### src/rtl/aklc_pkg.sv
// Shared definitions for the multi-slot alarm clock.
//   alarm_state_e  : alarm FSM states
//   *_LSB          : bit offsets of the four BCD digits in a packed time word
//                    {ms_hr, ls_hr, ms_min, ls_min}
//   bcd_time_valid : true when a packed word is a legal 24-hour time 00:00..23:59
package aklc_pkg;

   typedef enum logic [1:0] {
      ST_IDLE    = 2'd0,
      ST_RINGING = 2'd1,
      ST_SNOOZE  = 2'd2
   } alarm_state_e;

   localparam int LS_MIN_LSB = 0;
   localparam int MS_MIN_LSB = 4;
   localparam int LS_HR_LSB  = 8;
   localparam int MS_HR_LSB  = 12;

   function automatic logic bcd_time_valid(input logic [15:0] t);
      logic [3:0] mh;
      logic [3:0] lh;
      logic [3:0] mm;
      logic [3:0] lm;
      mh = t[MS_HR_LSB +: 4];
      lh = t[LS_HR_LSB +: 4];
      mm = t[MS_MIN_LSB +: 4];
      lm = t[LS_MIN_LSB +: 4];
      // Hours 20..23 only allow a units digit up to 3; tens of minutes up to 5.
      return (lm <= 4'd9) && (mm <= 4'd5) && (lh <= 4'd9) &&
             ((mh < 4'd2) || ((mh == 4'd2) && (lh <= 4'd3)));
   endfunction

endpackage

### src/rtl/aklc_bcd_time_cnt.sv
// BCD 24-hour time-of-day counter.
//   clk, rst     : clock, asynchronous active-high reset
//   load_i       : load load_val_i (ignored when not a legal time)
//   load_val_i   : packed BCD time to load
//   tick_i       : one-cycle minute tick, advances the time by one minute
//   time_o       : current packed BCD time
//   eval_o       : high for the one cycle after a tick actually advanced time
module aklc_bcd_time_cnt
   import aklc_pkg::*;
(
   input  logic        clk,
   input  logic        rst,
   input  logic        load_i,
   input  logic [15:0] load_val_i,
   input  logic        tick_i,
   output logic [15:0] time_o,
   output logic        eval_o
);

   logic [15:0] time_q, time_d;
   logic        eval_q, eval_d;
   logic        load_ok;
   logic [3:0]  mh, lh, mm, lm;
   logic [3:0]  mh_n, lh_n, mm_n, lm_n;

   assign mh = time_q[MS_HR_LSB +: 4];
   assign lh = time_q[LS_HR_LSB +: 4];
   assign mm = time_q[MS_MIN_LSB +: 4];
   assign lm = time_q[LS_MIN_LSB +: 4];

   // One-minute increment with digit carries; 23:59 rolls to 00:00.
   always_comb begin
      mh_n = mh;
      lh_n = lh;
      mm_n = mm;
      lm_n = lm;
      if (lm != 4'd9) begin
         lm_n = lm + 4'd1;
      end else begin
         lm_n = 4'd0;
         if (mm != 4'd5) begin
            mm_n = mm + 4'd1;
         end else begin
            mm_n = 4'd0;
            if ((mh == 4'd2) && (lh == 4'd3)) begin
               mh_n = 4'd0;
               lh_n = 4'd0;
            end else if (lh == 4'd9) begin
               lh_n = 4'd0;
               mh_n = mh + 4'd1;
            end else begin
               lh_n = lh + 4'd1;
            end
         end
      end
   end

   // A legal load wins over a tick; an illegal load is treated as absent.
   always_comb begin
      load_ok = load_i && bcd_time_valid(load_val_i);
      time_d  = time_q;
      eval_d  = 1'b0;
      if (load_ok) begin
         time_d = load_val_i;
      end else if (tick_i) begin
         time_d = {mh_n, lh_n, mm_n, lm_n};
         eval_d = 1'b1;
      end
   end

   always_ff @(posedge clk or posedge rst) begin
      if (rst) begin
         time_q <= 16'h0000;
         eval_q <= 1'b0;
      end else begin
         time_q <= time_d;
         eval_q <= eval_d;
      end
   end

   assign time_o = time_q;
   assign eval_o = eval_q;

endmodule

### src/rtl/aklc_multi_alarm.sv
// Multi-slot alarm clock with snooze and ring auto-stop.
//   clk, rst     : clock, asynchronous active-high reset
//   one_minute   : one-cycle minute tick
//   load_time    : load time_in (legal times only)
//   time_in      : packed BCD time {ms_hr, ls_hr, ms_min, ls_min}
//   load_alarm   : write alarm_in into slot alarm_sel (legal slot and time only)
//   alarm_sel    : slot index
//   alarm_in     : packed BCD alarm time
//   alarm_en     : per-slot enable
//   snooze, stop : one-cycle user requests
//   cur_time     : current packed BCD time
//   sound_alarm  : high while ringing
//   snoozing     : high while snoozed
//   active_slot  : slot owning the current ring/snooze, 0 when idle
module aklc_multi_alarm
   import aklc_pkg::*;
#(
   parameter int NUM_ALARMS = 4,
   parameter int SNOOZE_MIN = 5,
   parameter int RING_MIN   = 10
) (
   input  logic                  clk,
   input  logic                  rst,
   input  logic                  one_minute,
   input  logic                  load_time,
   input  logic [15:0]           time_in,
   input  logic                  load_alarm,
   input  logic [3:0]            alarm_sel,
   input  logic [15:0]           alarm_in,
   input  logic [NUM_ALARMS-1:0] alarm_en,
   input  logic                  snooze,
   input  logic                  stop,
   output logic [15:0]           cur_time,
   output logic                  sound_alarm,
   output logic                  snoozing,
   output logic [3:0]            active_slot
);

   localparam logic [3:0] RING_RELOAD   = 4'(RING_MIN);
   localparam logic [3:0] SNOOZE_RELOAD = 4'(SNOOZE_MIN);

   logic                  eval_q;
   logic                  alarm_wr;
   logic [NUM_ALARMS-1:0] match_vec;
   logic                  match_any;
   logic [3:0]            match_idx;
   logic [15:0]           en_ext;
   logic                  slot_en;

   alarm_state_e state_q, state_d;
   logic [3:0]   cnt_q, cnt_d;
   logic [3:0]   active_q, active_d;

   aklc_bcd_time_cnt u_time (
      .clk        (clk),
      .rst        (rst),
      .load_i     (load_time),
      .load_val_i (time_in),
      .tick_i     (one_minute),
      .time_o     (cur_time),
      .eval_o     (eval_q)
   );

   // Out-of-range slot indices must not alias onto a real slot.
   assign alarm_wr = load_alarm && ({1'b0, alarm_sel} < 5'(NUM_ALARMS)) &&
                     bcd_time_valid(alarm_in);

   genvar gi;
   generate
      for (gi = 0; gi < NUM_ALARMS; gi++) begin : g_slot
         logic [15:0] slot_q;
         always_ff @(posedge clk or posedge rst) begin
            if (rst) begin
               slot_q <= 16'h0000;
            end else if (alarm_wr && (alarm_sel == 4'(gi))) begin
               slot_q <= alarm_in;
            end
         end
         assign match_vec[gi] = alarm_en[gi] && (slot_q == cur_time);
      end
   endgenerate

   // Priority encode: scanning downwards leaves the lowest matching index.
   always_comb begin
      match_any = 1'b0;
      match_idx = 4'd0;
      for (int i = NUM_ALARMS - 1; i >= 0; i--) begin
         if (match_vec[i]) begin
            match_any = 1'b1;
            match_idx = 4'(i);
         end
      end
   end

   // Zero-extend so the owning slot can be indexed with the full 4-bit value.
   assign en_ext  = 16'(alarm_en);
   assign slot_en = en_ext[active_q];

   // cnt_q counts remaining minute ticks: ring timeout while RINGING,
   // snooze length while SNOOZE.
   always_comb begin
      state_d  = state_q;
      cnt_d    = cnt_q;
      active_d = active_q;
      case (state_q)
         ST_IDLE: begin
            if (eval_q && match_any) begin
               state_d  = ST_RINGING;
               cnt_d    = RING_RELOAD;
               active_d = match_idx;
            end
         end
         ST_RINGING: begin
            if (stop || !slot_en) begin
               state_d  = ST_IDLE;
               cnt_d    = 4'd0;
               active_d = 4'd0;
            end else if (snooze) begin
               state_d = ST_SNOOZE;
               cnt_d   = SNOOZE_RELOAD;
            end else if (one_minute) begin
               if (cnt_q == 4'd1) begin
                  state_d  = ST_IDLE;
                  cnt_d    = 4'd0;
                  active_d = 4'd0;
               end else begin
                  cnt_d = cnt_q - 4'd1;
               end
            end
         end
         ST_SNOOZE: begin
            if (stop || !slot_en) begin
               state_d  = ST_IDLE;
               cnt_d    = 4'd0;
               active_d = 4'd0;
            end else if (one_minute) begin
               if (cnt_q == 4'd1) begin
                  state_d = ST_RINGING;
                  cnt_d   = RING_RELOAD;
               end else begin
                  cnt_d = cnt_q - 4'd1;
               end
            end
         end
         default: begin
            state_d  = ST_IDLE;
            cnt_d    = 4'd0;
            active_d = 4'd0;
         end
      endcase
   end

   always_ff @(posedge clk or posedge rst) begin
      if (rst) begin
         state_q  <= ST_IDLE;
         cnt_q    <= 4'd0;
         active_q <= 4'd0;
      end else begin
         state_q  <= state_d;
         cnt_q    <= cnt_d;
         active_q <= active_d;
      end
   end

   assign sound_alarm = (state_q == ST_RINGING);
   assign snoozing    = (state_q == ST_SNOOZE);
   assign active_slot = active_q;

endmodule
### config.mk
export PLATFORM = sky130hd
export DESIGN_NAME = aklc_multi_alarm
export DESIGN_NICKNAME = d
export VERILOG_FILES = /design/src/rtl/aklc_pkg.sv /design/src/rtl/aklc_bcd_time_cnt.sv /design/src/rtl/aklc_multi_alarm.sv
export SDC_FILE = /design/constraint.sdc
export NUM_CORES = 1
export LEC_CHECK = 0
export ABC_AREA = 0
export ABC_CLOCK_PERIOD_IN_PS = 3890
export CORE_MARGIN = 2
export CORE_UTILIZATION = 59
export DETAILED_ROUTE_END_ITERATION = 10
export HOLD_SLACK_MARGIN = 0.12
export PLACE_DENSITY = 0.86
export SYNTH_ARGS = -nofsm -noshare
export SYNTH_HDL_FRONTEND = slang
export SYNTH_SLANG_ARGS = --single-unit
### constraint.sdc
create_clock -name clk -period 3.89 [get_ports clk]
set_input_delay 0.389 -clock clk [delete_from_list [all_inputs] [get_ports clk]]
set_output_delay 0.389 -clock clk [all_outputs]
set_load 0.05 [all_outputs]
# Word level (Yosys, flattened, before mapping)
# Index checks and enable logic that the tools add are counted.
[word_totals] input_bits=47 wordCells=142 register_bits=91
[classes] addsub=5 reduce_logical=35 n_mux=50 n_eq_ne=28 order_cmp=12
[ops] op="two-way mux 4 bit" n=28
[ops] op="== test 16 bit" n=4
[ops] op="two-way mux 16 bit" n=2
[ops] op="== test 4 x 2 -> 1 bit (second input constant)" n=6
[ops] op="one-hot mux 4 bit (3 select lines)" n=2
[ops] op="logical AND 1 bit" n=21
[ops] op="two-way mux 2 bit" n=9
[ops] op="adder 4 x 1 -> 4 bit (second input constant)" n=4
[ops] op="less-or-equal comparator 4 bit (second input constant)" n=4
[ops] op="AND reduction 5 bit" n=2
[ops] op="!= test 3 x 2 -> 1 bit (second input constant)" n=3
[ops] op="== test 4 x 1 -> 1 bit (second input constant)" n=2
[ops] op="less-or-equal comparator 4 x 2 -> 1 bit (second input constant)" n=2
[ops] op="less-or-equal comparator 4 x 3 -> 1 bit (second input constant)" n=2
[ops] op="less-than comparator 4 x 2 -> 1 bit (second input constant)" n=2
[ops] op="!= test 4 x 3 -> 1 bit (second input constant)" n=2
[ops] op="two-way mux 1 bit" n=7
[ops] op="!= test 2 x 1 -> 1 bit (second input constant)" n=3
[ops] op="!= test 3 x 1 -> 1 bit (second input constant)" n=2
[ops] op="one-hot mux 2 bit (3 select lines)" n=1
[ops] op="AND reduction 3 bit" n=2
[ops] op="less-than comparator 4 x 5 -> 1 bit (second input constant)" n=1
[ops] op="binary-select mux 1 bit (select 4 bit)" n=1
[ops] op="== test 4 bit (second input constant)" n=1
[ops] op="15 further kinds" n=17

# Logic depth before layout (Yosys ltp)
[logic_depth] word_depth=9 depth_mapped=9 ltp_nobuf=9

# Cells and area by module
# A second synthesis with hierarchy kept.
[unflattened] hier_cells=427 area_unflattened_um2=4890.9
[by_module_without_submodules] module="aklc_multi_alarm" instances=1 cells_per_inst=319 area_each_um2=3753.6 seq_area_each_um2=1801.7
[by_module_without_submodules] module="aklc_bcd_time_cnt" instances=1 cells_per_inst=108 area_each_um2=1137.3 seq_area_each_um2=425.4

# Least setup slack after synthesis
# Ideal clock, no wire load.
[synth_timing] kind="register to register" start="reg u_time.time_q[12] (netlist: u_time.time_o[12])" end="reg u_time.time_q[12] (netlist: u_time.time_o[12])" period_less_slack_ns=2.370 setup_ns=0.126 t_arrival_ns=2.244 stages_incl_launch_ff=10 path_slack_ns=1.520 path_cell_list="dfrtp_1 > clkbuf_1 > inv_1 > ha_1 > or4b_1 > nor3_1 > or2_2 > and2_1 > nor2_1 > a221o_1"
[synth_via] elab_chain_cells=7 elab_cells_between_ends=11 classes_between="add/sub: 1; eq/ne: 1; mux: 6; reduce/logical: 3"
[synth_rtl] item="from (decl)" line="aklc_bcd_time_cnt.sv:20" text="logic [15:0] time_q, time_d;"
[synth_rtl] item="from (signal assigned)" line="aklc_bcd_time_cnt.sv:76" text="time_q <= time_d;"
[synth_rtl] item="adder 4 x 1 -> 4 bit or == test 4 x 2 -> 1 bit (tied branches)" line="aklc_bcd_time_cnt.sv:50, aklc_bcd_time_cnt.sv:45"
[synth_rtl] item="two-way mux 4 bit or logical AND 1 bit (tied branches)" line="aklc_bcd_time_cnt.sv:48, aklc_bcd_time_cnt.sv:45"
[synth_rtl] item="two-way mux 4 bit" line="aklc_bcd_time_cnt.sv:45" text="if ((mh == 4'd2) && (lh == 4'd3)) begin"
[synth_rtl] item="two-way mux 4 bit" line="aklc_bcd_time_cnt.sv:41" text="if (mm != 4'd5) begin"
[synth_rtl] item="two-way mux 4 bit" line="aklc_bcd_time_cnt.sv:37" text="if (lm != 4'd9) begin"
[synth_rtl] item="two-way mux 16 bit" line="aklc_bcd_time_cnt.sv:65" text="end else if (tick_i) begin"
[synth_rtl] item="two-way mux 16 bit" line="aklc_bcd_time_cnt.sv:63" text="if (load_ok) begin"
# Several ways; a longest one is shown, not always the timed one. The select of a mux whose other input is x is not followed.
# A chain may end at the register's enable or synchronous reset.

# Worst setup path in the final report
[layout_timing] start="in alarm_in[11]" end="reg g_slot[0].slot_q[10]"
[layout_via] elab_chain_cells=6 elab_cells_between_ends=8 classes_between="order compare: 2; reduce/logical: 6"
[layout_rtl] item="from (decl)" line="aklc_multi_alarm.sv:29" text="input logic [15:0] alarm_in,"
[layout_rtl] item="less-or-equal comparator 4 x 2 -> 1 bit" line="aklc_pkg.sv:30" text="((mh < 4'd2) || ((mh == 4'd2) && (lh <= 4'd3)));"
[layout_rtl] item="logical AND 1 bit" line="aklc_pkg.sv:30"
[layout_rtl] item="logical OR 1 bit" line="aklc_pkg.sv:30"
[layout_rtl] item="logical AND 1 bit (*)" line="aklc_pkg.sv:29" text="return (lm <= 4'd9) && (mm <= 4'd5) && (lh <= 4'd9) &&"
[layout_rtl] item="logical AND 1 bit (*)" line="aklc_multi_alarm.sv:65" text="assign alarm_wr = load_alarm && ({1'b0, alarm_sel} < 5'(NUM_ALARMS)) &&"
[layout_rtl] item="logical AND 1 bit (*)" line="aklc_multi_alarm.sv:75" text="end else if (alarm_wr && (alarm_sel == 4'(gi))) begin"
[layout_rtl] item="to (signal assigned)" line="aklc_multi_alarm.sv:76" text="slot_q <= alarm_in;"
[layout_rtl] item="to (decl)" line="aklc_multi_alarm.sv:71" text="logic [15:0] slot_q;"
# Every way passes the cells marked *; elsewhere a longest branch is shown, timed or not.

==> report_table.html <==
<table>
<tr><th>Metric</th><th>Value</th></tr>
<tr><th colspan="2">Status</th></tr>
<tr><td>Status</td><td>complete, no violations</td></tr>
<tr><th colspan="2">Clock tree</th></tr>
<tr><td>Max clock buf depth</td><td>2</td></tr>
<tr><td>Skew-Pair Late Insertion Delay</td><td>between 300 and 400 ps</td></tr>
<tr><td>Post-cts repair resize count</td><td>0</td></tr>
<tr><td>CTS tree</td><td>yes</td></tr>
<tr><td>Post-CTS setup repair buffer count</td><td>0</td></tr>
<tr><td>Clock Pin Slew Worst Setup and Hold Paths</td><td>around 90 ps</td></tr>
<tr><td>TritonCTS buffer count</td><td>9</td></tr>
<tr><td>Post-CTS Hold Buffers</td><td>0</td></tr>
<tr><td>Buffer cell driving the clock tree root</td><td>clkbuf_8</td></tr>
<tr><td>Clock sink count</td><td>~90</td></tr>
<tr><td>H-tree Lvls</td><td>3</td></tr>
<tr><th colspan="2">Die</th></tr>
<tr><td>Die Span Y</td><td>~94 um</td></tr>
<tr><td>Boundary Pins</td><td>69</td></tr>
<tr><td>Chip width</td><td>94.3 um</td></tr>
<tr><td>FP Rows</td><td>32</td></tr>
<tr><td>Area enclosed by the die boundary</td><td>roughly 8900 um2</td></tr>
<tr><td>Floorplan core area</td><td>approximately 7800 um2</td></tr>
<tr><td>Starting utilization of the core area</td><td>between 60 and 70%</td></tr>
<tr><th colspan="2">Job</th></tr>
<tr><td>Max-cap violation count</td><td>0</td></tr>
<tr><th colspan="2">Synthesis</th></tr>
<tr><td>Register area share after synthesis</td><td>a little under half</td></tr>
<tr><td>Area leader, netlist</td><td>dfrtp_1</td></tr>
<tr><td>Post-Syn Area per Cell</td><td>10.8 um2</td></tr>
<tr><td>Post-synth EDFFs</td><td>0</td></tr>
<tr><td>Top cells by area, synth</td><td>dfrtp_1 46%, mux2_2 13%, xnor2_1 9.3%, xor2_1 3.6%, nand4_1 2.2%</td></tr>
<tr><td>Number of instances in the synthesized netlist</td><td>444</td></tr>
<tr><td>Combined area of all synthesized cells</td><td>4810 um2</td></tr>
<tr><td>Share of flip-flops with an asynchronous set or reset after synthesis</td><td>100%</td></tr>
<tr><td>Main flop type after synthesis</td><td>dfrtp_1</td></tr>
<tr><td>Count of different cell masters after synthesis</td><td>53</td></tr>
<tr><td>Top-area cell type share of the netlist area</td><td>a little under half</td></tr>
<tr><td>Yosys synthesis warning count</td><td>0</td></tr>
<tr><td>Top cell types by occurrence after synthesis</td><td>89 x dfrtp_1, 55 x mux2_2, 51 x xnor2_1</td></tr>
<tr><td>Count leader, synth</td><td>dfrtp_1</td></tr>
<tr><td>Flip-flop and latch count after synthesis</td><td>a little under 90</td></tr>
<tr><th colspan="2">Routing</th></tr>
<tr><td>DR vias/cell</td><td>around 6.0</td></tr>
<tr><td>Wire per inst</td><td>between 15 and 20 um</td></tr>
<tr><td>Vias</td><td>between 3,000 and 4,000</td></tr>
<tr><td>Detailed-route wire length</td><td>11,600 um</td></tr>
<tr><td>Drt first pass iters</td><td>5</td></tr>
<tr><td>Number of routed nets with antenna violations</td><td>0</td></tr>
<tr><td>First DRT Iteration DRCs</td><td>roughly 210</td></tr>
<tr><td>Remaining design rule violation count</td><td>0</td></tr>
<tr><th colspan="2">Worst setup path</th></tr>
<tr><td>Setup Crit Path Kind</td><td>input pin to flip-flop</td></tr>
<tr><td>Data arrival at the endpoint of the critical path</td><td>2910 ps</td></tr>
<tr><td>Data required, critical path</td><td>around 4100 ps</td></tr>
<tr><td>Critical path endpoint category</td><td>flip-flop</td></tr>
<tr><td>Critical path startpoint category</td><td>input pin</td></tr>
<tr><td>Crit path max fanout</td><td>9</td></tr>
<tr><th colspan="2">STA</th></tr>
<tr><td>Post-Route Skew</td><td>12.8 ps</td></tr>
<tr><td>Final Setup Violations</td><td>0</td></tr>
<tr><td>Part of the cycle the worst path needs</td><td>between 60% and 70%</td></tr>
<tr><td>Final Max Tran Viols</td><td>0</td></tr>
<tr><td>Final hold violations</td><td>0</td></tr>
<tr><td>RSZ-0062 raised after global routing</td><td>no</td></tr>
<tr><td>Relative slew slack</td><td>42.1%</td></tr>
<tr><td>Smallest hold slack</td><td>410 ps</td></tr>
<tr><td>Total Neg Setup Slack</td><td>0 ps</td></tr>
<tr><td>F_max</td><td>about 370 MHz</td></tr>
<tr><td>Setup WS post-layout</td><td>1220 ps</td></tr>
<tr><td>Minimum clock period</td><td>2670 ps</td></tr>
<tr><td>Worst-Margin Slew</td><td>865 ps</td></tr>
<tr><th colspan="2">Power</th></tr>
<tr><td>Cell Pwr Density</td><td>approximately 510 nW/um2</td></tr>
<tr><td>Share of total power in the clock network</td><td>between 20% and 30%</td></tr>
<tr><td>Power share of the combinational group</td><td>between 30% and 40%</td></tr>
<tr><td>Cell internal power dissipation</td><td>between 1.5 and 2 mW</td></tr>
<tr><td>Worst ir drop on vdd</td><td>~0.2 mV</td></tr>
<tr><td>Leakage power</td><td>2.56 nW</td></tr>
<tr><td>Portion of total power attributed to sequential cells</td><td>a little over two fifths</td></tr>
<tr><td>Switch Pwr</td><td>1.12 mW</td></tr>
<tr><td>Switching share of power</td><td>about two fifths</td></tr>
<tr><th colspan="2">GRT</th></tr>
<tr><td>GRT overflow</td><td>0</td></tr>
<tr><td>M3 GR Usage</td><td>about 4.6%</td></tr>
<tr><td>First-pass GRT wire length</td><td>approximately 19,000 um</td></tr>
<tr><td>Global-route total usage across every layer</td><td>between 20% and 30%</td></tr>
<tr><td>Pin count of the biggest net entering global routing</td><td>36</td></tr>
<tr><td>Met1 layer usage reported by global route</td><td>36.8%</td></tr>
<tr><td>Initial antenna violation count</td><td>0</td></tr>
<tr><td>Via count of the first global-routing pass</td><td>3,698</td></tr>
<tr><td>Global-route layer with the greatest usage</td><td>met2</td></tr>
<tr><td>GRT met2 Usage</td><td>~46%</td></tr>
<tr><th colspan="2">Layout</th></tr>
<tr><td>Antenna diode count</td><td>0</td></tr>
<tr><td>Post-layout nets</td><td>between 500 and 600</td></tr>
<tr><td>Area growth, synth to finish</td><td>19.1%</td></tr>
<tr><td>Share of post-route cells with drive strength above 1</td><td>~17%</td></tr>
<tr><th colspan="2">Placed design</th></tr>
<tr><td>DPL Wire Length</td><td>about 8500 um</td></tr>
<tr><td>Final weighted congestion of routability-driven global placement</td><td>0.862</td></tr>
<tr><td>Number of buffer cells added on primary ports</td><td>66</td></tr>
<tr><td>Post-Place Worst Slack</td><td>approximately 900 ps</td></tr>
<tr><th colspan="2">Worst hold path</th></tr>
<tr><td>Path class of the lowest-slack min-delay path</td><td>input pin to asynchronous set/reset pin</td></tr>
</table>
==> flip-flops by register name (all words and copies together) (netlist names) <==
register       flops
active_slot        2
cnt_q              4
g_slot.slot_q     64
state_q            2
u_time.eval_o      1
u_time.time_o     16
==> worst max-delay path, cell delays in order <==
cell and delay, ps:
clkdlybuf4s50_1 500, o22a_1 250, o22ai_1 180, and4_1 250
and2b_1 150, nor4b_4 540, buf_4 290, mux2_2 350
==> worst paths after layout <==
kind,from,to,slack [ps],cells after the start
worst max-delay path,alarm_in[11],g_slot[0].slot_q[10],1220,8
worst min register to register,g_slot[3].slot_q[15],g_slot[3].slot_q[15],520,1
worst min-delay path,rst,u_time.time_o[9],410,2
max in group asynchronous,rst,g_slot[0].slot_q[4],2610,3
min in group clk,g_slot[3].slot_q[15],g_slot[3].slot_q[15],520,1
worst max register to register,cnt_q[1],active_slot[0],1520,9
==> through the flow <==
step,power [mW],cells,util (%),cell area (um2)
3_3_place_gp,2.21,591,70.6,5510
6_report,2.92,607,73.3,5720
2_1_floorplan,1.92,445,-,4810
5_1_grt,3.05,607,73.3,5720
3_5_place_dp,2.26,591,70.6,5510
4_1_cts,2.91,607,73.3,5720
==> power groups by stage <==
| stage | clock, mW | sequential (mW) | combinational [mW] |
|---|---|---|---|
| 3_3_place_gp | 0 | 1.26 | 0.952 |
| 2_1_floorplan | 0 | 1.31 | 0.615 |
| 4_1_cts | 0.667 | 1.25 | 0.992 |
| 5_1_grt | 0.707 | 1.28 | 1.07 |
| 3_5_place_dp | 0 | 1.27 | 0.986 |
| 6_report | 0.660 | 1.26 | 0.995 |
==> kinds of logic (layout without fill, tap and decap cells) <==
| group | after synthesis | count (layout) | synth area share (%) |
|---|---|---|---|
| XOR/XNOR | 71 | 71 | 12.9 |
| adder cells (fa/ha/maj) | 4 | 4 | 1.04 |
| flip-flops | 89 | 89 | 46.3 |
| AO/OA/AOI/OAI | 59 | 59 | 7.68 |
| buffers and inverters | 38 | 98 | 3.49 |
| multiplexers | 57 | 57 | 13.6 |
| other | 1 | 2 | 0.0780 |
| AND/OR/NAND/NOR | 125 | 125 | 14.9 |
==> routing by layer <==
| metal | part of all wire, % | routed length (um) |
|---|---|---|
| met4 | 3.0 | 345 |
| met3 | 6.6 | 766 |
| met1 | 42 | 4870 |
| met5 | 0 | 0 |
| met2 | 48 | 5620 |
==> cell type report <==
cell class                 count  area, um2
timing repair buffer          71        698
clock buffer                  14        173
sequential                    89       2230
inverter                      11       42.5
fill                         558       2090
multi-input combinational    318       2420
clock inverter                 2       35.0
tap                          102        128
==> cell usage in the layout (no fill, tap or decap), types with 10 or more instances in the layout <==
cell	n
a21oi_1	18
clkbuf_8	12
clkdlybuf4s50_1	66
dfrtp_1	89
inv_1	10
mux2_2	55
nand2_1	23
nand4_1	17
nor2_1	10
nor2b_1	13
nor3_1	13
o21ai_0	18
xnor2_1	51
xor2_1	20
No activity file was read; power rests on OpenSTA's default activity.
